**src/rtl/load_store_unit.sv**
```systemverilog
// Load/store unit: turns one MEM-stage load/store into one or two word-aligned,
// byte-strobed accesses on a req/ack memory port and returns extended load data.
module load_store_unit #(
    parameter logic [31:0] ADDR_BASE = 32'h0000_1000,
    parameter logic [31:0] ADDR_SIZE = 32'h0000_1000,
    parameter int unsigned TIMEOUT   = 16
) (
    input  logic        clk,
    input  logic        rst,
    input  logic        req_valid,
    output logic        req_ready,
    input  logic        req_we,
    input  logic [2:0]  req_funct3,
    input  logic [31:0] req_addr,
    input  logic [31:0] req_wdata,
    output logic        resp_valid,
    input  logic        resp_ready,
    output logic [31:0] resp_rdata,
    output logic        resp_err,
    output logic        mem_req,
    output logic        mem_we,
    output logic [31:0] mem_addr,
    output logic [31:0] mem_wdata,
    output logic [3:0]  mem_wstrb,
    input  logic        mem_ack,
    input  logic [31:0] mem_rdata
);

    localparam int unsigned CW = (TIMEOUT < 2) ? 1 : $clog2(TIMEOUT);
    localparam logic [CW-1:0] CNT_LAST = CW'(TIMEOUT - 1);

    typedef enum logic [1:0] {IDLE, ACC0, ACC1, RESP} state_t;

    state_t      state, state_nx;
    logic        we_q, err_q;
    logic [2:0]  f3_q;
    logic [31:0] addr_q, wdata_q, lo_q, rdata_q;
    logic [CW-1:0] cnt;

    logic        in_enc_ok, in_range_ok;
    logic [32:0] in_last, win_last;
    logic [3:0]  size_mask;
    logic [7:0]  lane_mask;
    logic [31:0] data_sized, ld_word, ld_ext;
    logic [63:0] wide_wdata, rd_buf;
    logic        crosses, acc_fin, tmo;

    function automatic logic [1:0] len_m1(input logic [2:0] f3);
        case (f3[1:0])
            2'b00:   return 2'd0;
            2'b01:   return 2'd1;
            default: return 2'd3;
        endcase
    endfunction

    // Request decode on the live inputs, used only in IDLE.
    assign in_enc_ok   = !(req_funct3 == 3'b011 || req_funct3[2:1] == 2'b11) &&
                         !(req_we && req_funct3[2]);
    assign in_last     = {1'b0, req_addr} + {31'b0, len_m1(req_funct3)};
    assign win_last    = {1'b0, ADDR_BASE} + {1'b0, ADDR_SIZE} - 33'd1;
    assign in_range_ok = (req_addr >= ADDR_BASE) && (in_last <= win_last);

    always_comb begin
        case (len_m1(f3_q))
            2'd0:    size_mask = 4'b0001;
            2'd1:    size_mask = 4'b0011;
            default: size_mask = 4'b1111;
        endcase
    end

    // Lanes [3:0] belong to the first word, lanes [7:4] spill into the next one.
    assign lane_mask  = {4'b0000, size_mask} << addr_q[1:0];
    assign crosses    = |lane_mask[7:4];
    assign data_sized = req_wdata_mask(wdata_q, size_mask);
    assign wide_wdata = {32'b0, data_sized} << {addr_q[1:0], 3'b000};

    function automatic logic [31:0] req_wdata_mask(input logic [31:0] d, input logic [3:0] m);
        return d & {{8{m[3]}}, {8{m[2]}}, {8{m[1]}}, {8{m[0]}}};
    endfunction

    assign rd_buf  = (state == ACC1) ? {mem_rdata, lo_q} : {32'b0, mem_rdata};
    assign ld_word = 32'(rd_buf >> {addr_q[1:0], 3'b000});

    always_comb begin
        case (f3_q)
            3'b000:  ld_ext = {{24{ld_word[7]}}, ld_word[7:0]};
            3'b001:  ld_ext = {{16{ld_word[15]}}, ld_word[15:0]};
            3'b100:  ld_ext = {24'b0, ld_word[7:0]};
            3'b101:  ld_ext = {16'b0, ld_word[15:0]};
            default: ld_ext = ld_word;
        endcase
    end

    always_ff @(posedge clk or posedge rst) begin
        if (rst) state <= IDLE;
        else     state <= state_nx;
    end

    always_comb begin
        state_nx  = state;
        req_ready = 1'b0;
        resp_valid = 1'b0;
        mem_req   = 1'b0;
        mem_we    = 1'b0;
        mem_addr  = '0;
        mem_wdata = '0;
        mem_wstrb = '0;
        acc_fin   = 1'b0;
        tmo       = 1'b0;
        case (state)
            IDLE: begin
                req_ready = 1'b1;
                if (req_valid) state_nx = (in_enc_ok && in_range_ok) ? ACC0 : RESP;
            end
            ACC0: begin
                mem_req  = 1'b1;
                mem_we   = we_q;
                mem_addr = {addr_q[31:2], 2'b00};
                if (we_q) begin
                    mem_wdata = wide_wdata[31:0];
                    mem_wstrb = lane_mask[3:0];
                end
                // An ack in the final counted cycle takes priority over the timeout.
                if (mem_ack) begin
                    state_nx = crosses ? ACC1 : RESP;
                    acc_fin  = !crosses;
                end else if (cnt == CNT_LAST) begin
                    tmo      = 1'b1;
                    state_nx = RESP;
                end
            end
            ACC1: begin
                mem_req  = 1'b1;
                mem_we   = we_q;
                mem_addr = {addr_q[31:2] + 30'd1, 2'b00};
                if (we_q) begin
                    mem_wdata = wide_wdata[63:32];
                    mem_wstrb = lane_mask[7:4];
                end
                if (mem_ack) begin
                    state_nx = RESP;
                    acc_fin  = 1'b1;
                end else if (cnt == CNT_LAST) begin
                    tmo      = 1'b1;
                    state_nx = RESP;
                end
            end
            RESP: begin
                resp_valid = 1'b1;
                if (resp_ready) state_nx = IDLE;
            end
            default: state_nx = IDLE;
        endcase
    end

    always_ff @(posedge clk or posedge rst) begin
        if (rst) begin
            we_q    <= 1'b0;
            f3_q    <= '0;
            addr_q  <= '0;
            wdata_q <= '0;
            lo_q    <= '0;
            rdata_q <= '0;
            err_q   <= 1'b0;
        end else begin
            if (state == IDLE && req_valid) begin
                we_q    <= req_we;
                f3_q    <= req_funct3;
                addr_q  <= req_addr;
                wdata_q <= req_wdata;
                rdata_q <= '0;
                err_q   <= !(in_enc_ok && in_range_ok);
            end
            if (state == ACC0 && mem_ack && crosses) lo_q <= mem_rdata;
            if (acc_fin) rdata_q <= we_q ? '0 : ld_ext;
            if (tmo) begin
                err_q   <= 1'b1;
                rdata_q <= '0;
            end
        end
    end

    always_ff @(posedge clk or posedge rst) begin
        if (rst)                    cnt <= '0;
        else if (mem_req && !mem_ack) cnt <= cnt + 1'b1;
        else                        cnt <= '0;
    end

    assign resp_rdata = rdata_q;
    assign resp_err   = err_q;

endmodule
```
**config.mk**
```make
export PLATFORM = sky130hd
export DESIGN_NAME = load_store_unit
export DESIGN_NICKNAME = d
export VERILOG_FILES = /design/src/rtl/load_store_unit.sv
export SDC_FILE = /design/constraint.sdc
export NUM_CORES = 1
export LEC_CHECK = 0
export CAP_MARGIN = 20
export CORE_UTILIZATION = 56
export DETAILED_ROUTE_END_ITERATION = 8
export PLACE_DENSITY = 0.95
export SYNTH_ARGS = -nofsm -noshare
export SYNTH_HDL_FRONTEND = slang
export SYNTH_SLANG_ARGS = --single-unit
export TNS_END_PERCENT = 30
```
**constraint.sdc**
```tcl
create_clock -name clk -period 6.9 [get_ports clk]
set_input_delay 1.38 -clock clk [delete_from_list [all_inputs] [get_ports clk]]
set_output_delay 1.38 -clock clk [all_outputs]
set_load 0.01 [all_outputs]
```
* Word level (Yosys, flattened, before mapping) *
Cells that the tools add are included.
W data, S select, Z words.

word-level totals
  register bits = 139
  output and inout bits = 105
  logic and storage cells = 93

operators by class
  add/subtract/negate cells = 3
  magnitude comparators = 2
  eq/ne operators = 14
  shift operators = 3
  multiplexer cells = 37
  bitwise logic cells = 1
  reductions and logical operators = 24

operators with widths
  cell                     number
  $mux W32                 6
  $pmux W32 S2             2
  $pmux W32 S4             1
  $mux W64                 1
  $shl A32 B5 Y64          1
  $shr A64 B5 Y32          1
  $add A32 B2 Y33          1
  $le A33 B13 Y1 const B   1
  $and A32 B32 Y32         1
  $ge A32 B13 Y1 const B   1
  $add A30 B1 Y30 const B  1
  $pmux W4 S2              2
  $mux W1                  12
  $mux W2                  6
  $mux W4                  3
  $eq A2 B1 Y1 const B     4
  $logic_and A1 B1 Y1      8
  $logic_not A2 Y1         4
  $pmux W2 S2              2
  $pmux W2 S4              1
  $shl A4 B2 Y8            1
  $eq A2 B2 Y1 const B     3
  $eq A3 B3 Y1 const B     2
  $logic_not A1 Y1         5
  other kinds (13)         14

* Depth between registers and ports, before layout *
Gate-level depths: netlist of run 1.

  depth in word-level cells = 11
  mapped depth = 11
  gate-level depth less buffers = 11

* Worst setup path after synthesis of run 1 *
Ideal clock, no wire load.

  path kind = input to register
  start point = input req_funct3[0]
  end point = register state[1]
  library setup time = 136 ps
  data arrival time = 3337 ps
  required time = 6764 ps
  slack = 3427 ps
  cell stages on the path = 11
  buffers on the path = 0
  cell sequence = or2_2 > ha_1 > inv_1 > fa_1 > and4b_1 > and4_1 > nand2_1 > mux2i_1 > o311ai_1 > nor4_1 > a31oi_1

on the way
  word-level cells in the longest chain between the ends = 9

ends and longest elaborated chain
  item                                              line  RTL
  start: declaration                                13    input logic [2:0] req_funct3,
  $eq A2 B1 Y1 or $logic_not A2 Y1 (tied branches)  49    case (f3[1:0])
  $pmux W2 S2                                       49
  $add A32 B2 Y33                                   59    assign in_last = {1'b0, req_addr} + {31'b0, len_m1(req_funct3)};
  $le A33 B13 Y1                                    61    assign in_range_ok = (req_addr >= ADDR_BASE) && (in_last <= win_last);
  $logic_and A1 B1 Y1                               61
  $logic_and A1 B1 Y1 *                             113   if (req_valid) state_nx = (in_enc_ok && in_range_ok) ? ACC0 : RESP;
  $mux W2 * (2 in a row)                            113
  $pmux W2 S4 *                                     110   case (state)
  end signal: assignment                            96    else state <= state_nx;
  end: declaration                                  34    state_t state, state_nx;

Mark *: on every way between the ends. The rest lies on a longest branch, timed or not. The select of a mux whose other input is x is not followed.
A chain may end at the register's enable or synchronous reset.

* Final worst setup path of run 1 *
  start point = register state[1]
  end point = output mem_wdata[2]

on the way
  word-level cells in the longest chain between the ends = 2

ends and longest elaborated chain
  item                                          line  RTL
  $eq A2 B2 Y1 or $eq A2 B1 Y1 (tied branches)  110
  $pmux W32 S2 *                                110
  end: declaration                              23    output logic [31:0] mem_wdata,

Mark *: on every way between the ends. The rest lies on a longest branch, timed or not.

==> metrics.txt, run 1 <==
power per cell area=467 nW/um^2; Post-Synth Adder-Cell Area=0.0129; Area Overhead vs Synth=29.1%; placed insts=1402; CTS tree=built; Crit path arrival time=3.46 ns; clock transition at the registers of the reported paths=0.06 ns; Fin Hold WS=0.468 ns; WL final=29.5 mm; crit end category=output pin; Post-DP HPWL=20.0 mm; Synth Area in Simple Gates=0.183; setup tns final=0 ns; Non-Filler Instances=1435; Slew Viols, Final=0; Vias/cell=6.48; Warnings, synthesis=0; largest family of logic cells by synthesized area=multiplexers; sequential fraction of the synthesis area=0.372; Initial Utilization=0.582; fin crit share=0.702; Rows=46; cell taking the most area after synthesis=dfrtp_1; total clock sinks=139; Top FF cell, synth=dfrtp_1; largest net degree at the start of global routing=86; layout cells sized above 1=0.144; cts bufs inserted=17; chip height=131 um; hold buffer count at CTS=0; Ports=210; CTS max path bufs=2; global-route wire length before repair=47.6 mm; Syn Inst Count=1040; synthesized flop and latch total=139; Peak Freq=207 MHz; Data required, critical path=5.52 ns; Residual DRC=0; antenna violations before repair=0; status=finished, final reports clean; die width=131 um; most common library cells after synthesis=139 x dfrtp_1, 113 x nand2_1, 96 x mux2_2; CORE AREA=16100 um^2; Worst Max-Slew Pin Slew=1.04 ns; Min-Delay Path Class=reg2reg; total track usage=0.346; placed cell area=11400 um^2; CP Class=reg2out; type of origin of the critical path=flip-flop; clk root buf=clkbuf_16; min Tclk post-route=4.84 ns; max_cap viols=0; IR drop worst, VDD=0.309 mV; nets@finish=1320; Synth Cell Area=9340 um^2; design area=12100 um^2; H-tree Lvls=4; XOR/XNOR Fraction of Synth Area=0.00656; Clk Latency, worst-skew pair=0.43 ns; starting DRC count in detailed routing=1222; number of synthesized flops with an enable pin=0; Antenna diodes=0; top cells by area, synth=dfrtp_1 37%, mux2_2 12%, mux2i_1 4.8%; Compound-Gate Fraction of Synth Area=0.185; Pleak=4.88 nW; Max Clock Skew=0.00821 ns; die area=17200 um^2; antenna-violating nets left=0; post-synthesis mux area share=0.195; Avg WL per Cell=20.6 um; via count=9293; grt total ovfl=0; Yosys top cell area share=0.372; first drt pass iteration count=5; CP max FO=45; vias in the first global route=8997; final hold violations=0; Slew headroom=0.309; syn_area_per_cell=8.98 um^2; RePlAce Congestion=0.937; post-CTS setup buffers=0; post-synth cell types=73; Async S/R FF share, synth=1.00; RSZ-0062 raised after global routing=no; Buffers on Ports=207; final setup vio count=0; top-count cell post-synth=dfrtp_1; CTS resizes=0
## worst max-delay path, stage by stage, from the launching register on
cell	delay (ns)
dfrtp_1	0.42
inv_1	0.11
ha_1	0.15
buf_4	0.44
nand2_1	0.24
nor2_1	0.71
a21oi_1	0.24
nor2_1	0.15
clkdlybuf4s50_1	0.55
## sequential cells by signal, indices dropped and copies added (netlist names)
name        count
lo_q           32
we_q            1
f3_q            3
resp_err        1
resp_rdata     32
state           2
cnt             4
wdata_q        32
addr_q         32
## final timing paths
path	startpoint	to	cells after the start	slack, ns
worst max-delay path	state[1]	mem_wdata[2]	8	2.06
worst min-delay path	cnt[0]	cnt[0]	1	0.47
worst max register to register	addr_q[0]	resp_rdata[30]	8	3.32
worst min register to register	cnt[0]	cnt[0]	1	0.47
max in group asynchronous	rst	addr_q[0]	3	4.15
min in group asynchronous	rst	resp_rdata[10]	2	1.47
## layer usage
layer | vias to the layer above | global-route usage | share of wire
met4 | 0 | 0.150 | 0.038
met2 | 665 | 0.556 | 0.47
li1 | 4120 | - | -
met1 | 4407 | 0.453 | 0.38
met3 | 101 | 0.0710 | 0.10
met5 | - | 0 | 0
## placed cells by master (no fill, tap or decap), types with 4 or more instances in the layout
| cell type | n |
|---|---|
| clkdlybuf4s50_1 | 207 |
| mux2_1 | 10 |
| nand3b_1 | 8 |
| nor3_1 | 19 |
| a22o_1 | 18 |
| a31oi_1 | 16 |
| or3_1 | 6 |
| nand4_1 | 8 |
| mux2_2 | 96 |
| inv_1 | 19 |
| xor2_1 | 5 |
| ha_1 | 7 |
| or2_2 | 5 |
| o21ai_1 | 12 |
| clkinvlp_4 | 4 |
| a21o_1 | 10 |
| and4_1 | 5 |
| a22oi_1 | 22 |
| clkbuf_16 | 17 |
| and2_1 | 12 |
| a211oi_1 | 12 |
| buf_4 | 10 |
| a21oi_1 | 83 |
| nor4_1 | 4 |
| nor2b_1 | 14 |
| nand3_1 | 23 |
| and4b_1 | 4 |
| nor2_1 | 93 |
| o21ai_0 | 88 |
| mux4_2 | 8 |
| a2bb2oi_1 | 5 |
| mux2i_1 | 45 |
| and3_1 | 6 |
| dfrtp_1 | 138 |
| nand2_1 | 113 |
## cell type report
| type | instances | area, um^2 |
|---|---|---|
| multi-input combinational | 809 | 5470 |
| fill | 1069 | 4000 |
| sequential | 139 | 3480 |
| timing repair buffer | 218 | 2160 |
| clock buffer | 20 | 457 |
| tap | 216 | 270 |
| clock inverter | 12 | 139 |
| inverter | 21 | 83.8 |
## report_power, final
part	switching [mW]	total (mW)	internal [mW]
combinational	1.66	3.07	1.41
clock	0.375	0.929	0.554
sequential	0.439	1.64	1.20
## stage by stage
step | setup slack [ns] | power (mW) | utilization
after floorplan | 1.80 | 3.55 | -
after global placement | 2.62 | 4.48 | 0.713
after detailed placement | 2.57 | 4.59 | 0.713
after CTS | 2.13 | 5.56 | 0.750
after global routing | 1.89 | 5.94 | 0.751
final | 2.06 | 5.63 | 0.751
## cells by family (layout without fill, tap and decap cells)
family                     count (synthesis)  count (layout)
DFF                                      139             139
buffers and inverters                     93             271
AOI/OAI and AO/OA                        287             287
and+or+nand+nor                          345             345
adders and majority gates                  9               9
xor gates and xnor gates                   7               7
muxes                                    159             159
other                                      1               2
Power figures use the tool's default switching activity.
==> inputs of run 2 (changes only) <==
--- a/config.mk
+++ b/config.mk
@@ -6,9 +6,9 @@
 export NUM_CORES = 1
 export LEC_CHECK = 0
 export CAP_MARGIN = 20
-export CORE_UTILIZATION = 56
+export CORE_UTILIZATION = 52
 export DETAILED_ROUTE_END_ITERATION = 8
-export PLACE_DENSITY = 0.95
+export PLACE_DENSITY = 0.91
 export SYNTH_ARGS = -nofsm -noshare
 export SYNTH_HDL_FRONTEND = slang
 export SYNTH_SLANG_ARGS = --single-unit
==> constraint.sdc (replaced) <==
create_clock -name clk -period 4.84 [get_ports clk]
set_input_delay 0.968 -clock clk [delete_from_list [all_inputs] [get_ports clk]]
set_output_delay 0.968 -clock clk [all_outputs]
set_load 0.01 [all_outputs]
==> run 2 against run 1 <==
  * Cell count rose by 0.98%
  * Critical path type unchanged
  * Wire length is 0.76% higher
  * Combinational power rose by 40%
  * Sequential share of layout area is 0.15 points lower
  * Register-to-register slack got worse by 2.0 ns
  * Final area up 0.51%
  * Core utilization is 5.5 points lower
  * Count of clock-buffer cells in the layout is 4 higher
  * Critical path depth unchanged
  * Clock power grew 47%
  * Worst hold slack worse by 0.0078 ns
  * Clock skew fell by 0.00077 ns
  * Highest routed layer unchanged
==> metrics.txt, run 2 (synthesis gave the netlist of run 1 again) <==
layout cells sized above 1=0.145 (+0.00128); Data required, critical path=3.87 ns (-1.65 ns); Non-Filler Instances=1449 (+0.98%); starting DRC count in detailed routing=830 (-32%); antenna violations before repair=1 (+1); Avg WL per Cell=20.5 um (-0.22%); CORE AREA=17400 um^2 (+8.5%); routed wl met2=14.1 mm (+1.1%); via count=9224 (-0.74%); power per cell area=662 nW/um^2 (+42%); total clock sinks=139 (unchanged); hold endpoint=cnt[0]; largest net degree at the start of global routing=105 (+22%); hold-critical path depth=1 (unchanged); min Tclk post-route=4.35 ns; CTS resizes=0 (unchanged); first drt pass iteration count=5 (unchanged); R2R depth=8 (unchanged); H-tree Lvls=4 (unchanged); fin crit share=0.899; met3 routed WL=2.68 mm (-13%); Slew headroom=0.344 (+0.0349); vias in the first global route=8905 (-1.0%); global-route wire length before repair=46.7 mm (-1.9%); Final Core Density=0.696 (-0.0551); Ports=210 (unchanged); RR Endpoint=resp_rdata[30]; max_cap viols=0 (unchanged); Post-DP HPWL=20.7 mm (+3.4%); Min-Delay Path Class=reg2reg; Residual DRC=0 (unchanged); hold buffer count at CTS=0 (unchanged); R2R Path Start=addr_q[0]; Pleak=4.92 nW (+0.73%); type of origin of the critical path=flip-flop; CP Class=reg2out; WL final=29.7 mm (+0.76%); Area Overhead vs Synth=29.8%; Peak Freq=230 MHz; final setup vio count=0 (unchanged); Rows=48 (+4.3%); CP max FO=7 (-84%); RSZ-0062 raised after global routing=no; Setup Slack @ Placement=0.860 ns (-1.71 ns); Clk Latency, worst-skew pair=0.43 ns (about the same); Crit path arrival time=3.38 ns (-0.08 ns); chip height=136 um (+3.7%); Initial Utilization=0.536 (-0.0454); antenna-violating nets left=0 (unchanged); wl on met1=11.8 mm (+4.1%); most frequent cells in the layout=207 x clkdlybuf4s50_1, 138 x dfrtp_1, 113 x nand2_1; Vias/cell=6.37 (-1.7%); grt total ovfl=0 (unchanged); Worst Slack Setup Final=0.491 ns (-1.57 ns); Worst Max-Slew Pin Slew=0.984 ns (-0.0524 ns); clock transition at the registers of the reported paths=0.06 ns (about the same); CTS max path bufs=2 (unchanged); clk root buf=clkbuf_16; die width=136 um (+3.7%); RePlAce Congestion=0.980 (+4.6%); CTS tree=built; uppermost routed layer=met4; R2R setup slack=1.31 ns (-2.01 ns); Hold Path Origin=cnt[0]; die area=18500 um^2 (+7.6%); fillers=1316 (+23%); IR drop worst, VDD=0.419 mV (+36%); Buffers on Ports=207 (unchanged); nets@finish=1325 (+0.38%); total track usage=0.328 (-0.0186); crit end category=output pin; Max Clock Skew=0.00744 ns (-0.000768 ns); commonest non-fill, non-tap cell in the layout=clkdlybuf4s50_1; final hold violations=0 (unchanged); setup tns final=0 ns (unchanged); Slew Viols, Final=0 (unchanged); status=finished, final reports clean; post-CTS setup buffers=0 (unchanged); placed insts=1417 (+1.1%); cts bufs inserted=17 (unchanged)
==> run 2: worst max path at each step <==
stage	endpoint	slack, ns	startpoint	depth (start not counted)
6_report	mem_addr[31]	0.49	addr_q[14]	8
5_1_grt	mem_addr[31]	0.20	addr_q[13]	8
4_1_cts	mem_addr[31]	0.56	addr_q[14]	8
3_5_place_dp	state[1]	0.86	req_funct3[1]	12
3_3_place_gp	state[1]	0.99	req_funct3[1]	12
2_1_floorplan	addr_q[0]	0.15	rst	1
==> run 2: worst max-delay path, cell delays in order, from the launching register on <==
cell and delay (ns):
dfrtp_1 0.46, nand4_2 0.17, nor4_1 0.39, nand4_1 0.28, nor3_2 0.36, nand4_1 0.16, xor2_1 0.16, o31ai_1 0.36
clkdlybuf4s50_1 0.62
==> run 2: where the power goes <==
group          switching [mW]  total (mW)  internal [mW]
clock                   0.498        1.37          0.873
combinational            2.30        4.31           2.01
sequential              0.632        2.34           1.71
total                    3.43        8.02           4.59
==> run 2: per-layer routing <==
layer / vias up / global-route usage
met2: 559 / 0.534
met3: 101 / 0.0694
met4: 0 / 0.158
li1: 4132 / -
met1: 4432 / 0.412
met5: - / 0
==> run 2: through the flow <==
step           hold WS, ns  area [um^2]  total power, mW
6_report             0.460        12100             8.02
3_5_place_dp         0.454        11500             6.57
5_1_grt              0.495        12100             8.51
2_1_floorplan        0.433         9340             5.06
4_1_cts              0.462        12100             7.98
3_3_place_gp         0.447        11500             6.43
==> run 2: area by class of cell <==
class / instances / area [um^2] / area share
multi-input combinational: 809 / 5460 / 0.451
sequential: 139 / 3480 / 0.287
timing repair buffer: 223 / 2190 / 0.181
clock buffer: 24 / 502 / 0.0414
tap: 225 / 282 / 0.0232
clock inverter: 6 / 110 / 0.00908
inverter: 21 / 83.8 / 0.00692
antenna: 2 / 5.00 / 0.000413
